===== src/rtl/booth_xactor_pkg.sv =====
// Shared types and default parameters for the booth multiplier stream transactor.
// Optional watchdog is enabled by defining BOOTH_XACTOR_WATCHDOG_EN.
package booth_xactor_pkg;

    localparam int unsigned XACT_DATA_WIDTH     = 32;
    localparam int unsigned XACT_IN_DEPTH       = 4;
    localparam int unsigned XACT_OUT_DEPTH      = 4;
    localparam int unsigned XACT_TIMEOUT_CYCLES = 256;

    typedef enum logic [1:0] {
        ST_IDLE       = 2'd0,
        ST_LOAD       = 2'd1,
        ST_WAIT_START = 2'd2,
        ST_BUSY       = 2'd3
    } xact_state_t;

    // Output entry at the default width; the top builds the same layout for its own DATA_WIDTH
    typedef struct packed {
        logic [2*XACT_DATA_WIDTH-1:0] product;
        logic                         eom;
        logic                         err;
    } xact_entry_t;

endpackage


===== src/rtl/booth_xactor_fifo.sv =====
// Synchronous count-based FIFO with registered full/empty flags and a reset storage array.
module booth_xactor_fifo #(
    parameter int unsigned WIDTH = 8,
    parameter int unsigned DEPTH = 4
) (
    input  logic             clk,
    input  logic             reset,
    input  logic             push,
    input  logic             pop,
    input  logic [WIDTH-1:0] wr_data,
    output logic [WIDTH-1:0] rd_data,
    output logic             full,
    output logic             empty
);
    localparam int unsigned AW = (DEPTH > 1) ? $clog2(DEPTH) : 1;
    localparam int unsigned CW = $clog2(DEPTH + 1);

    logic [WIDTH-1:0] mem [DEPTH];
    logic [AW-1:0]    wr_ptr;
    logic [AW-1:0]    rd_ptr;
    logic [CW-1:0]    count;
    logic [CW-1:0]    count_next_c;
    logic             do_push_c;
    logic             do_pop_c;

    assign do_push_c = push & ~full;
    assign do_pop_c  = pop & ~empty;
    assign rd_data   = mem[rd_ptr];

    always_comb begin
        count_next_c = count;
        case ({do_push_c, do_pop_c})
            2'b10:   count_next_c = count + CW'(1);
            2'b01:   count_next_c = count - CW'(1);
            default: count_next_c = count;
        endcase
    end

    // Pointers wrap naturally because DEPTH is a power of two
    always_ff @(posedge clk or posedge reset) begin
        if (reset) begin
            for (int unsigned i = 0; i < DEPTH; i++) mem[i] <= '0;
            wr_ptr <= '0;
            rd_ptr <= '0;
            count  <= '0;
            full   <= 1'b0;
            empty  <= 1'b1;
        end else begin
            if (do_push_c) begin
                mem[wr_ptr] <= wr_data;
                wr_ptr      <= wr_ptr + AW'(1);
            end
            if (do_pop_c) rd_ptr <= rd_ptr + AW'(1);
            count <= count_next_c;
            full  <= (count_next_c == CW'(DEPTH));
            empty <= (count_next_c == '0);
        end
    end

endmodule


===== src/rtl/booth_stream_xactor.sv =====
// Operand/result transactor between valid/ready streams and a booth_fsm multiplier.
// Define BOOTH_XACTOR_WATCHDOG_EN to abort stalled operations after TIMEOUT_CYCLES.
module booth_stream_xactor
    import booth_xactor_pkg::*;
#(
    parameter int unsigned DATA_WIDTH     = XACT_DATA_WIDTH,
    parameter int unsigned IN_DEPTH       = XACT_IN_DEPTH,
    parameter int unsigned OUT_DEPTH      = XACT_OUT_DEPTH,
    parameter int unsigned TIMEOUT_CYCLES = XACT_TIMEOUT_CYCLES
) (
    input  logic                    clk,
    input  logic                    reset,
    input  logic                    in_valid,
    output logic                    in_ready,
    input  logic [2*DATA_WIDTH-1:0] in_operands,
    input  logic                    in_eom,
    output logic                    out_valid,
    input  logic                    out_ready,
    output logic [2*DATA_WIDTH-1:0] out_product,
    output logic                    out_eom,
    output logic                    out_err,
    output logic                    load,
    output logic [DATA_WIDTH-1:0]   m,
    output logic [DATA_WIDTH-1:0]   r,
    input  logic [2*DATA_WIDTH-1:0] product,
    input  logic                    done,
    output logic                    busy,
    output logic                    err_sticky
);
    localparam int unsigned PW = 2 * DATA_WIDTH;
    localparam int unsigned IW = PW + 1;

    typedef struct packed {
        logic [PW-1:0] product;
        logic          eom;
        logic          err;
    } out_entry_t;

    localparam int unsigned OW = $bits(out_entry_t);

    if (DATA_WIDTH == 0) begin : g_bad_width
        $error("DATA_WIDTH must be non-zero");
    end
    if (IN_DEPTH < 2 || (IN_DEPTH & (IN_DEPTH - 1)) != 0) begin : g_bad_in_depth
        $error("IN_DEPTH must be a power of two >= 2");
    end
    if (OUT_DEPTH < 2 || (OUT_DEPTH & (OUT_DEPTH - 1)) != 0) begin : g_bad_out_depth
        $error("OUT_DEPTH must be a power of two >= 2");
    end
    if (TIMEOUT_CYCLES == 0) begin : g_bad_timeout
        $error("TIMEOUT_CYCLES must be non-zero");
    end

    xact_state_t state;
    xact_state_t state_next;
    logic [IW-1:0] in_head;
    logic          in_full;
    logic          in_empty;
    logic          in_pop_c;
    out_entry_t    out_head;
    out_entry_t    out_wdata_c;
    logic          out_full;
    logic          out_empty;
    logic          out_push_c;
    logic          saved_eom;
    logic          wd_hit_c;

    booth_xactor_fifo #(.WIDTH(IW), .DEPTH(IN_DEPTH)) u_in_fifo (
        .clk     (clk),
        .reset   (reset),
        .push    (in_valid),
        .pop     (in_pop_c),
        .wr_data ({in_eom, in_operands}),
        .rd_data (in_head),
        .full    (in_full),
        .empty   (in_empty)
    );

    booth_xactor_fifo #(.WIDTH(OW), .DEPTH(OUT_DEPTH)) u_out_fifo (
        .clk     (clk),
        .reset   (reset),
        .push    (out_push_c),
        .pop     (out_ready),
        .wr_data (out_wdata_c),
        .rd_data (out_head),
        .full    (out_full),
        .empty   (out_empty)
    );

    assign in_ready    = ~in_full;
    assign out_valid   = ~out_empty;
    assign out_product = out_head.product;
    assign out_eom     = out_head.eom;
    assign out_err     = out_head.err;

    // Issue only when the output FIFO can take the single in-flight result
    always_comb begin
        state_next  = state;
        in_pop_c    = 1'b0;
        out_push_c  = 1'b0;
        out_wdata_c = '{product: product, eom: saved_eom, err: 1'b0};
        case (state)
            ST_IDLE: begin
                if (!in_empty && done && !out_full) begin
                    in_pop_c   = 1'b1;
                    state_next = ST_LOAD;
                end
            end
            ST_LOAD: state_next = ST_WAIT_START;
            ST_WAIT_START: begin
                if (!done) begin
                    state_next = ST_BUSY;
                end else if (wd_hit_c) begin
                    out_push_c  = 1'b1;
                    out_wdata_c = '{product: '1, eom: saved_eom, err: 1'b1};
                    state_next  = ST_IDLE;
                end
            end
            ST_BUSY: begin
                if (done) begin
                    out_push_c = 1'b1;
                    state_next = ST_IDLE;
                end else if (wd_hit_c) begin
                    out_push_c  = 1'b1;
                    out_wdata_c = '{product: '1, eom: saved_eom, err: 1'b1};
                    state_next  = ST_IDLE;
                end
            end
            default: state_next = ST_IDLE;
        endcase
    end

    always_ff @(posedge clk or posedge reset) begin
        if (reset) begin
            state     <= ST_IDLE;
            busy      <= 1'b0;
            load      <= 1'b0;
            m         <= '0;
            r         <= '0;
            saved_eom <= 1'b0;
        end else begin
            state <= state_next;
            busy  <= (state_next != ST_IDLE);
            load  <= (state_next == ST_LOAD);
            if (in_pop_c) begin
                saved_eom <= in_head[PW];
                m         <= in_head[PW-1:DATA_WIDTH];
                r         <= in_head[DATA_WIDTH-1:0];
            end
        end
    end

`ifdef BOOTH_XACTOR_WATCHDOG_EN
    localparam int unsigned WD_W = $clog2(TIMEOUT_CYCLES + 1);

    logic [WD_W-1:0] wd_cnt;
    logic            err_q;

    assign wd_hit_c   = (wd_cnt == WD_W'(TIMEOUT_CYCLES));
    assign err_sticky = err_q;

    // Restart on every entry into a waiting state, count while waiting
    always_ff @(posedge clk or posedge reset) begin
        if (reset) begin
            wd_cnt <= '0;
            err_q  <= 1'b0;
        end else begin
            if (state_next != state &&
                (state_next == ST_WAIT_START || state_next == ST_BUSY)) begin
                wd_cnt <= '0;
            end else if (state == ST_WAIT_START || state == ST_BUSY) begin
                wd_cnt <= wd_cnt + WD_W'(1);
            end
            if (out_push_c && out_wdata_c.err) err_q <= 1'b1;
        end
    end
`else
    assign wd_hit_c   = 1'b0;
    assign err_sticky = 1'b0;
`endif

endmodule


===== config.mk =====
export PLATFORM = sky130hd
export DESIGN_NAME = booth_stream_xactor
export DESIGN_NICKNAME = d
export VERILOG_FILES = /design/src/rtl/booth_xactor_pkg.sv /design/src/rtl/booth_xactor_fifo.sv /design/src/rtl/booth_stream_xactor.sv
export SDC_FILE = /design/constraint.sdc
export NUM_CORES = 1
export LEC_CHECK = 0
export CAP_MARGIN = 5
export CORE_MARGIN = 2
export CORE_UTILIZATION = 55
export CTS_BUF_LIST = sky130_fd_sc_hd__clkbuf_16
export DETAILED_ROUTE_END_ITERATION = 8
export GPL_TIMING_DRIVEN = 0
export PLACE_DENSITY = 0.73
export SLEW_MARGIN = 20
export SYNTH_ARGS = -nofsm -noshare
export SYNTH_HDL_FRONTEND = slang
export SYNTH_SLANG_ARGS = --single-unit

===== constraint.sdc =====
create_clock -name clk -period 27.1 [get_ports clk]
set_clock_uncertainty 0.1 [all_clocks]
set_input_delay 5.42 -clock clk [delete_from_list [all_inputs] [get_ports clk]]
set_output_delay 5.42 -clock clk [all_outputs]
set_load 0.05 [all_outputs]

After elaboration in Yosys (flattened, before gate mapping)
Index checks and enable logic that the tools add are counted.

Bitwise logic cells: 12. Div/mod/pow operators: 0. Shift operators: 0. Multipliers: 0. $lt $le $gt $ge: 6. Reductions and logical operators: 10. Add/sub/neg operators: 8. Muxes and demuxes: 22. Equal/unequal tests: 10.

Operators with widths (number): $bwmux 264 (1); $bwmux 260 (1); $mux 66 (3); $mux 65 (3); $bmux 66 s2 (1); $demux 66 s2 (1); $bmux 65 s2 (1); $demux 65 s2 (1); $ge 3x3->1 const B (4); $not 2->3 (4); $pmux 3 s2 (2); $add 2x1->2 const B (4); $eq 2x1->1 const B (4); $eq 2x2->1 const B (4); $pmux 2 s4 (1); $add 3x1->3 const B (2); $eq 3x3->1 const B (2); $logic_not 3->1 (2); $lt 3x1->1 const B (2); $mux 2 (3); $sub 3x1->3 const B (2); $and 1x1->1 (4); $logic_and 1x1->1 (4); $mux 1 (4); 4 further kinds (8).

Bits in writable memories: 0. Memories: 0. Flip-flop bits (word level): 611. ROM bits: 0. Word-level logic and storage cells: 92. Bits in latches: 0.

Logic depth before layout (Yosys ltp)
Depth after elaboration: 9. Mapped depth: 9.

Modules after synthesis
Synthesis repeated with hierarchy kept, for this count alone.

Cells, all modules: 1513. Area total of the unflattened synthesis: 28055.7 um^2.

Modules (own cells, without submodules): booth_xactor_fifo at u_in_fifo (cells an instance 676, times used 1, sequential area each 6732.7 um^2, area each 12782.3 um^2); booth_xactor_fifo at u_out_fifo (cells an instance 683, times used 1, sequential area each 6832.8 um^2, area each 12678.4 um^2); booth_stream_xactor (cells an instance 154, times used 1, sequential area each 1726.7 um^2, area each 2595.0 um^2).

Worst setup path after synthesis
OpenSTA, ideal clock, no wires.

Kind: in2reg. Start: input done. End: register u_out_fifo.count[2]. Buffers on the path: 1. Library setup time: 0.127 ns. Stages: 9. Arrival: 6.956 ns. Setup slack: 19.917 ns. Path through: and4b_1 > buf_4 > inv_1 > ha_1 > inv_1 > fa_1 > xor2_1 > o21a_1 > or2_2.

Cells in the longest elaborated chain, start to end: 5.

Ends and longest elaborated chain: start, declared (line booth_stream_xactor.sv:26) `input logic done,`; $mux 1 (*) (line booth_stream_xactor.sv:120) `if (done) begin`; $mux 1 (*); $and 1x1->1 (*) (line booth_xactor_fifo.sv:26) `assign do_push_c = push & ~full;`; $eq 2x1->1 or $eq 2x2->1 (tied branches) (line booth_xactor_fifo.sv:32) `case ({do_push_c, do_pop_c})`; $pmux 3 s2 (*) (line booth_xactor_fifo.sv:32); net u_out_fifo.count_next_c[2] (line booth_xactor_fifo.sv:22) `logic [CW-1:0] count_next_c;`; end signal, assigned (line booth_xactor_fifo.sv:54) `count <= count_next_c;`; end, declared (line booth_xactor_fifo.sv:21) `logic [CW-1:0] count;`.

The timed path passes the listed nets; every way through them passes the cells marked *. A chain may end at the register's enable or synchronous reset.

Final worst setup path
Start: register u_out_fifo.rd_ptr[0]. End: output out_product[47].

Cells in the longest elaborated chain, start to end: 4.

Ends and longest elaborated chain: start, declared (line booth_xactor_fifo.sv:20) `logic [AW-1:0] rd_ptr;`; start signal, assigned (line booth_xactor_fifo.sv:53) `if (do_pop_c) rd_ptr <= rd_ptr + AW'(1);`; $not 2->3 (implied by the code) (line booth_xactor_fifo.sv:28) `assign rd_data = mem[rd_ptr];`; $bmux 66 s2 (line booth_xactor_fifo.sv:28); $mux 66 (implied by the code) (2 in a row) (line booth_xactor_fifo.sv:28); end, declared (line booth_stream_xactor.sv:19) `output logic [2*DATA_WIDTH-1:0] out_product,`.

No other way between the ends. The select of a mux whose other input is x is not followed.

==> results.cfg <==
[clock_network]
clk_path_buf_depth = 3
clkSlewWorstSetupHoldPaths_ns = 0.06
cts_hold_buf = 0
cts_setup_buffers = 0
cts.repair.resized = 0
clk_root_buffer_cell = clkbuf_16
cts_tree = yes
cts_sinks = 607
cts_max_level = 3
numCtsBuffers = 66
clk_latency_ns = 0.60

[place]
port_buffers = 266
place_hpwl_mm = 37.01
globalplace.congestion = 0.7534
place_ws_ns = 18.89

[floorplanning]
die_h_um = 224.4
core_um2 = 47850
ios = 269
rows = 80
dieArea_um2 = 50340
initial_core_util = 0.5583
fp.dieW_um = 224.4

[routing]
drt_wl_total_mm = 56.59
wl_met3_mm = 3.093
dr.pass1.iters = 4
highest-signal-layer = met5
wl_met2_mm = 27.83
wl_met1_mm = 24.14
wl_per_cell_um = 22.55
vias = 14223
drcViolationCount = 0
vias_per_cell = 5.669
drt-initial-drc-count = 737
detail-route-antenna-nets = 0

[cells_and_area]
fillers = 3300
syn2layout_area_growth_pct = 20.96
nets = 1983
drive_gt1_frac = 0.4743

[critical_path]
criticalPathCategory = flop to primary output
cp-end-kind = primary output
worstPathCellList = clkbuf_1 > buf_4 > buf_2 > mux4_2 > clkdlybuf4s50_1
r2r_slack_ns = 24.29
critPathRequiredTime_ns = 21.58
cpPeakStageDelay_ns = 0.78
critPathSlowestCell = clkdlybuf4s50_1
cp-start-kind = flop
worstPathMaxFanout = 10
critPathBufInv = 4
worst_ep_arrival_time_ns = 3.08
critPathTopFamily = buffers and inverters

[power]
p_leak_uw = 0.01460
vdd_drop_max_mv = 0.08825
power_density_nw_per_um2 = 142.0
power_uw = 4586

[timing]
max_freq_mhz = 116.3
hold_viol_final = 0
fin_ws_ns = 18.50
hold_slack_ns = 0.3967
slew-limit-headroom = 0.4041
fin_crit_sh = 0.3172
worst_pin_slew_ns = 0.8939
drv_slew = 0
period_needed_ns = 8.596
setup_viol = 0
rsz0062_at_grt = no
setup_tns_ns = 0

[yosys]
synth.top_cell.area_share = 0.5668
synth_warnings = 0
synth_seq_cells = 607
netlist_instances = 1497
synth_cell_types = 36
seq_area_frac_synth = 0.5688
synthTopCellsByArea = dfrtp_1 57%, mux2_2 16%, mux2_4 12%
syn_area_um2 = 26710
avgSynthCellArea_um2 = 17.84
synth_largest_area_cell = dfrtp_1

[flow_run]
drv_cap = 0

[hold_path]
hold_path_class = flop to flop

[global_routing]
grt_pass1_wl_mm = 90.14
first_global_vias = 15637
antenna_found_initial = 14
grt_overflow = 0
grt_max_degree = 110
grt_use_total = 0.2324

[run_status]
outcome = completed
[area by class of cell]
| type | count | area [µm²] | share of cell area |
|---|---|---|---|
| inverter | 13 | 56.30 | 0.001743 |
| multi-input combinational | 781 | 10820 | 0.3349 |
| antenna | 5 | 12.51 | 0.0003873 |
| timing repair buffer | 271 | 2800 | 0.08667 |
| clock buffer | 68 | 1702 | 0.05267 |
| sequential | 607 | 15190 | 0.4702 |
| tap | 615 | 769.5 | 0.02382 |
| clock inverter | 52 | 302.8 | 0.009372 |
| buffer | 97 | 651.9 | 0.02018 |
[cell families after synthesis]
kind of cell / synth area share
compound gates: 0.002857
simple gates: 0.006370
flops: 0.5688
other cells: 0.0001404
buf+inv: 0.02623
xor+xnor: 0.003279
mux: 0.3862
fa+ha+maj: 0.006183
[stage by stage]
step           std cells  area [µm²]    util
2_1_floorplan       1498       26710       -
3_3_place_gp        2379       30150  0.6301
3_5_place_dp        2384       30290  0.6331
4_1_cts             2504       32300  0.6750
5_1_grt             2507       32300  0.6752
6_report            2509       32310  0.6753
[metal layers]
layer / up-vias / GRT usage
li1: 6234 / -
met2: 269 / 0.3755
met1: 7594 / 0.3097
met3: 108 / 0.06597
met4: 18 / 0.06772
met5: - / 0
[sequential cells by signal, indices dropped and copies added (netlist names), 2 cells and up]
name               cells
u_out_fifo.mem       260
state                  2
u_in_fifo.rd_ptr       2
u_in_fifo.wr_ptr       2
r                     32
u_in_fifo.mem        260
u_out_fifo.rd_ptr      2
m                     32
u_out_fifo.count       3
u_out_fifo.wr_ptr      2
u_in_fifo.count        3
[path summary, 6_finish.rpt]
path,from,end,cells after the start
min in group asynchronous,reset,u_in_fifo.mem[172],2
max in group asynchronous,reset,u_out_fifo.mem[209],5
worst max register to register,state[0],u_in_fifo.full,8
worst min-delay path,u_out_fifo.count[0],u_out_fifo.count[0],1
worst max-delay path,u_out_fifo.rd_ptr[0],out_product[47],5
worst min register to register,u_out_fifo.count[0],u_out_fifo.count[0],1
[synth_stat cells, drive strengths merged]
cell type	number
and3b	1
nand4b	1
o21ba	2
ha	10
a21oi	1
o21ai	3
o21a	3
fa	2
nor3b	3
xnor2	7
and4b	1
inv	13
nor2	1
mux2	586
a21o	1
or2	3
dfstp	2
mux4	130
clkbuf	9
nor2b	2
buf	88
dfrtp	605
nand2	12
nand3	1
xor2	3
conb	1
a31oi	1
nor3	5
[power breakdown]
group	leakage [µW]	total, µW	switching [µW]	internal, µW
Combinational	0.00618	2160	1060	1100
Clock	0.00108	835	361	474
Sequential	0.00734	1590	233	1360
Total	0.0146	4590	1660	2930
[cells in the final DEF, fill, tap and decap left out, drive strengths merged, types with 10 or more instances in the layout]
master,count
clkbuf,77
clkdlybuf4s50,266
mux4,130
inv,41
ha,10
mux2,586
clkinv,22
dfrtp,605
nand2,12
buf,93
No activity file was read; power rests on OpenSTA's default activity.
==> RTL change, RTL diff (same flow settings) <==
Build with the macro `BOOTH_XACTOR_WATCHDOG_EN` defined.
--- a/src/rtl/booth_stream_xactor.sv
+++ b/src/rtl/booth_stream_xactor.sv
@@ -1,5 +1,7 @@
 // Operand/result transactor between valid/ready streams and a booth_fsm multiplier.
 // Define BOOTH_XACTOR_WATCHDOG_EN to abort stalled operations after TIMEOUT_CYCLES.
+`define BOOTH_XACTOR_WATCHDOG_EN
+
 module booth_stream_xactor
     import booth_xactor_pkg::*;
 #(
Function: not settled (the Yosys comparison gave no result); the edit may change what the design does.
==> RTL change against the unedited design <==
Combinational power down 8%; power shrank 3.3%; worst hold slack worse by 0.022 ns; setup slack got worse by 0.33 ns; wire length up 3.8%; final area up 0.93%; largest power group unchanged; largest cell class unchanged; synthesized area rose by 1.0%; core utilization decreased by 0.49 points; sequential cell count is 14 higher.
==> RTL change: results (changes against the unedited design) <==
<table>
<tr><th>Metric</th><th>Value</th></tr>
<tr><th colspan="2">Drt</th></tr>
<tr><td>Router iterations before antenna repair</td><td>5 (was 4)</td></tr>
<tr><td>Number of vias after detailed routing</td><td>15,623 (was 14,223)</td></tr>
<tr><td>Final WL</td><td>58,700 um (was 56,600 um)</td></tr>
<tr><td>Initial DRC Count</td><td>823 (was 737)</td></tr>
<tr><th colspan="2">Synth</th></tr>
<tr><td>Register area share after synthesis</td><td>57.6% (was 56.9%)</td></tr>
<tr><td>Gate count after technology mapping</td><td>1,771 (was 1,497)</td></tr>
<tr><th colspan="2">Place</th></tr>
<tr><td>Post-detailed-placement half-perimeter wirelength</td><td>39,800 um (was 37,000 um)</td></tr>
<tr><th colspan="2">Critical path</th></tr>
<tr><td>Signal arrival time at the worst endpoint</td><td>3.41 ns (was 3.08 ns)</td></tr>
<tr><td>Depth of the worst register-to-register path</td><td>12 (was 8)</td></tr>
<tr><td>Critical Path Start</td><td>u_out_fifo.rd_ptr[1] (was u_out_fifo.rd_ptr[0])</td></tr>
<tr><td>Stage delay of the slowest cell on the critical path</td><td>0.83 ns (was 0.78 ns)</td></tr>
<tr><th colspan="2">Final layout</th></tr>
<tr><td># diodes</td><td>6 (was 5)</td></tr>
<tr><td>Largest regs</td><td>u_out_fifo.mem (264), u_in_fifo.mem (260) (was u_in_fifo.mem (260), u_out_fifo.mem (260))</td></tr>
<tr><td>Filler cell count</td><td>3,539 (was 3,300)</td></tr>
<tr><td>Multi-input comb cells</td><td>1,020 (was 781)</td></tr>
<tr><td>NumNets Final</td><td>2,261 (was 1,983)</td></tr>
<tr><td>Count of non-CTS inverters in the layout</td><td>20 (was 13)</td></tr>
<tr><td>Portion of the layout cell area used by non-clock buffers</td><td>10.4% (was 10.7%)</td></tr>
<tr><td>Proportion of layout cells with a drive suffix above 1</td><td>32.7% (was 47.4%)</td></tr>
<tr><td>Clock tree cell share of total cell area</td><td>6.16% (was 6.20%)</td></tr>
<tr><th colspan="2">Worst hold path</th></tr>
<tr><td>Hold path endpoint</td><td>u_out_fifo.count[2] (was u_out_fifo.count[0])</td></tr>
<tr><th colspan="2">Pwr</th></tr>
<tr><td>Max VDD drop</td><td>0.0794 mV (was 0.0882 mV)</td></tr>
<tr><td>Share of total power in combinational logic</td><td>44.9% (was 47.0%)</td></tr>
<tr><th colspan="2">Outcome</th></tr>
<tr><td>Status</td><td>finished, final reports clean (unchanged)</td></tr>
<tr><th colspan="2">Global route</th></tr>
<tr><td>First-pass GRT wire length</td><td>94,300 um (was 90,100 um)</td></tr>
<tr><td>Global-route total usage across every layer</td><td>24.0% (was 23.2%)</td></tr>
<tr><th colspan="2">Clock tree</th></tr>
<tr><td>Number of buffers added by the clock tree synthesis step</td><td>67 (was 66)</td></tr>
</table>
RTL change: kinds of logic (layout without fill, tap and decap cells):
group,Yosys count,after routing,synth area share [%]
AOI/OAI and AO/OA,18,18,0.450
xor gates and xnor gates,17,17,0.552
adders and majority gates,14,14,0.705
buffers and inverters,130,517,2.41
DFF,621,621,57.6
muxes,658,658,32.9
other,0,6,0
and+or+nand+nor,313,313,5.37
RTL change: layer usage:
metal / track usage (%) / routed length (um)
met5: 0 / 41
met4: 6.49 / 1220
met3: 5.66 / 2830
met2: 40.7 / 29600
met1: 31.3 / 25000
RTL change: through the flow:
step	worst slack (ns)	power [mW]	cell area, um2	hold slack, ns
4_1_cts	18.09	4.48	32600	0.377
6_report	18.17	4.43	32600	0.375
3_3_place_gp	-1.86	3.55	30400	0.348
5_1_grt	18.01	4.67	32600	0.386
3_5_place_dp	18.13	3.62	30600	0.361
2_1_floorplan	4.19	3.04	27000	0.346
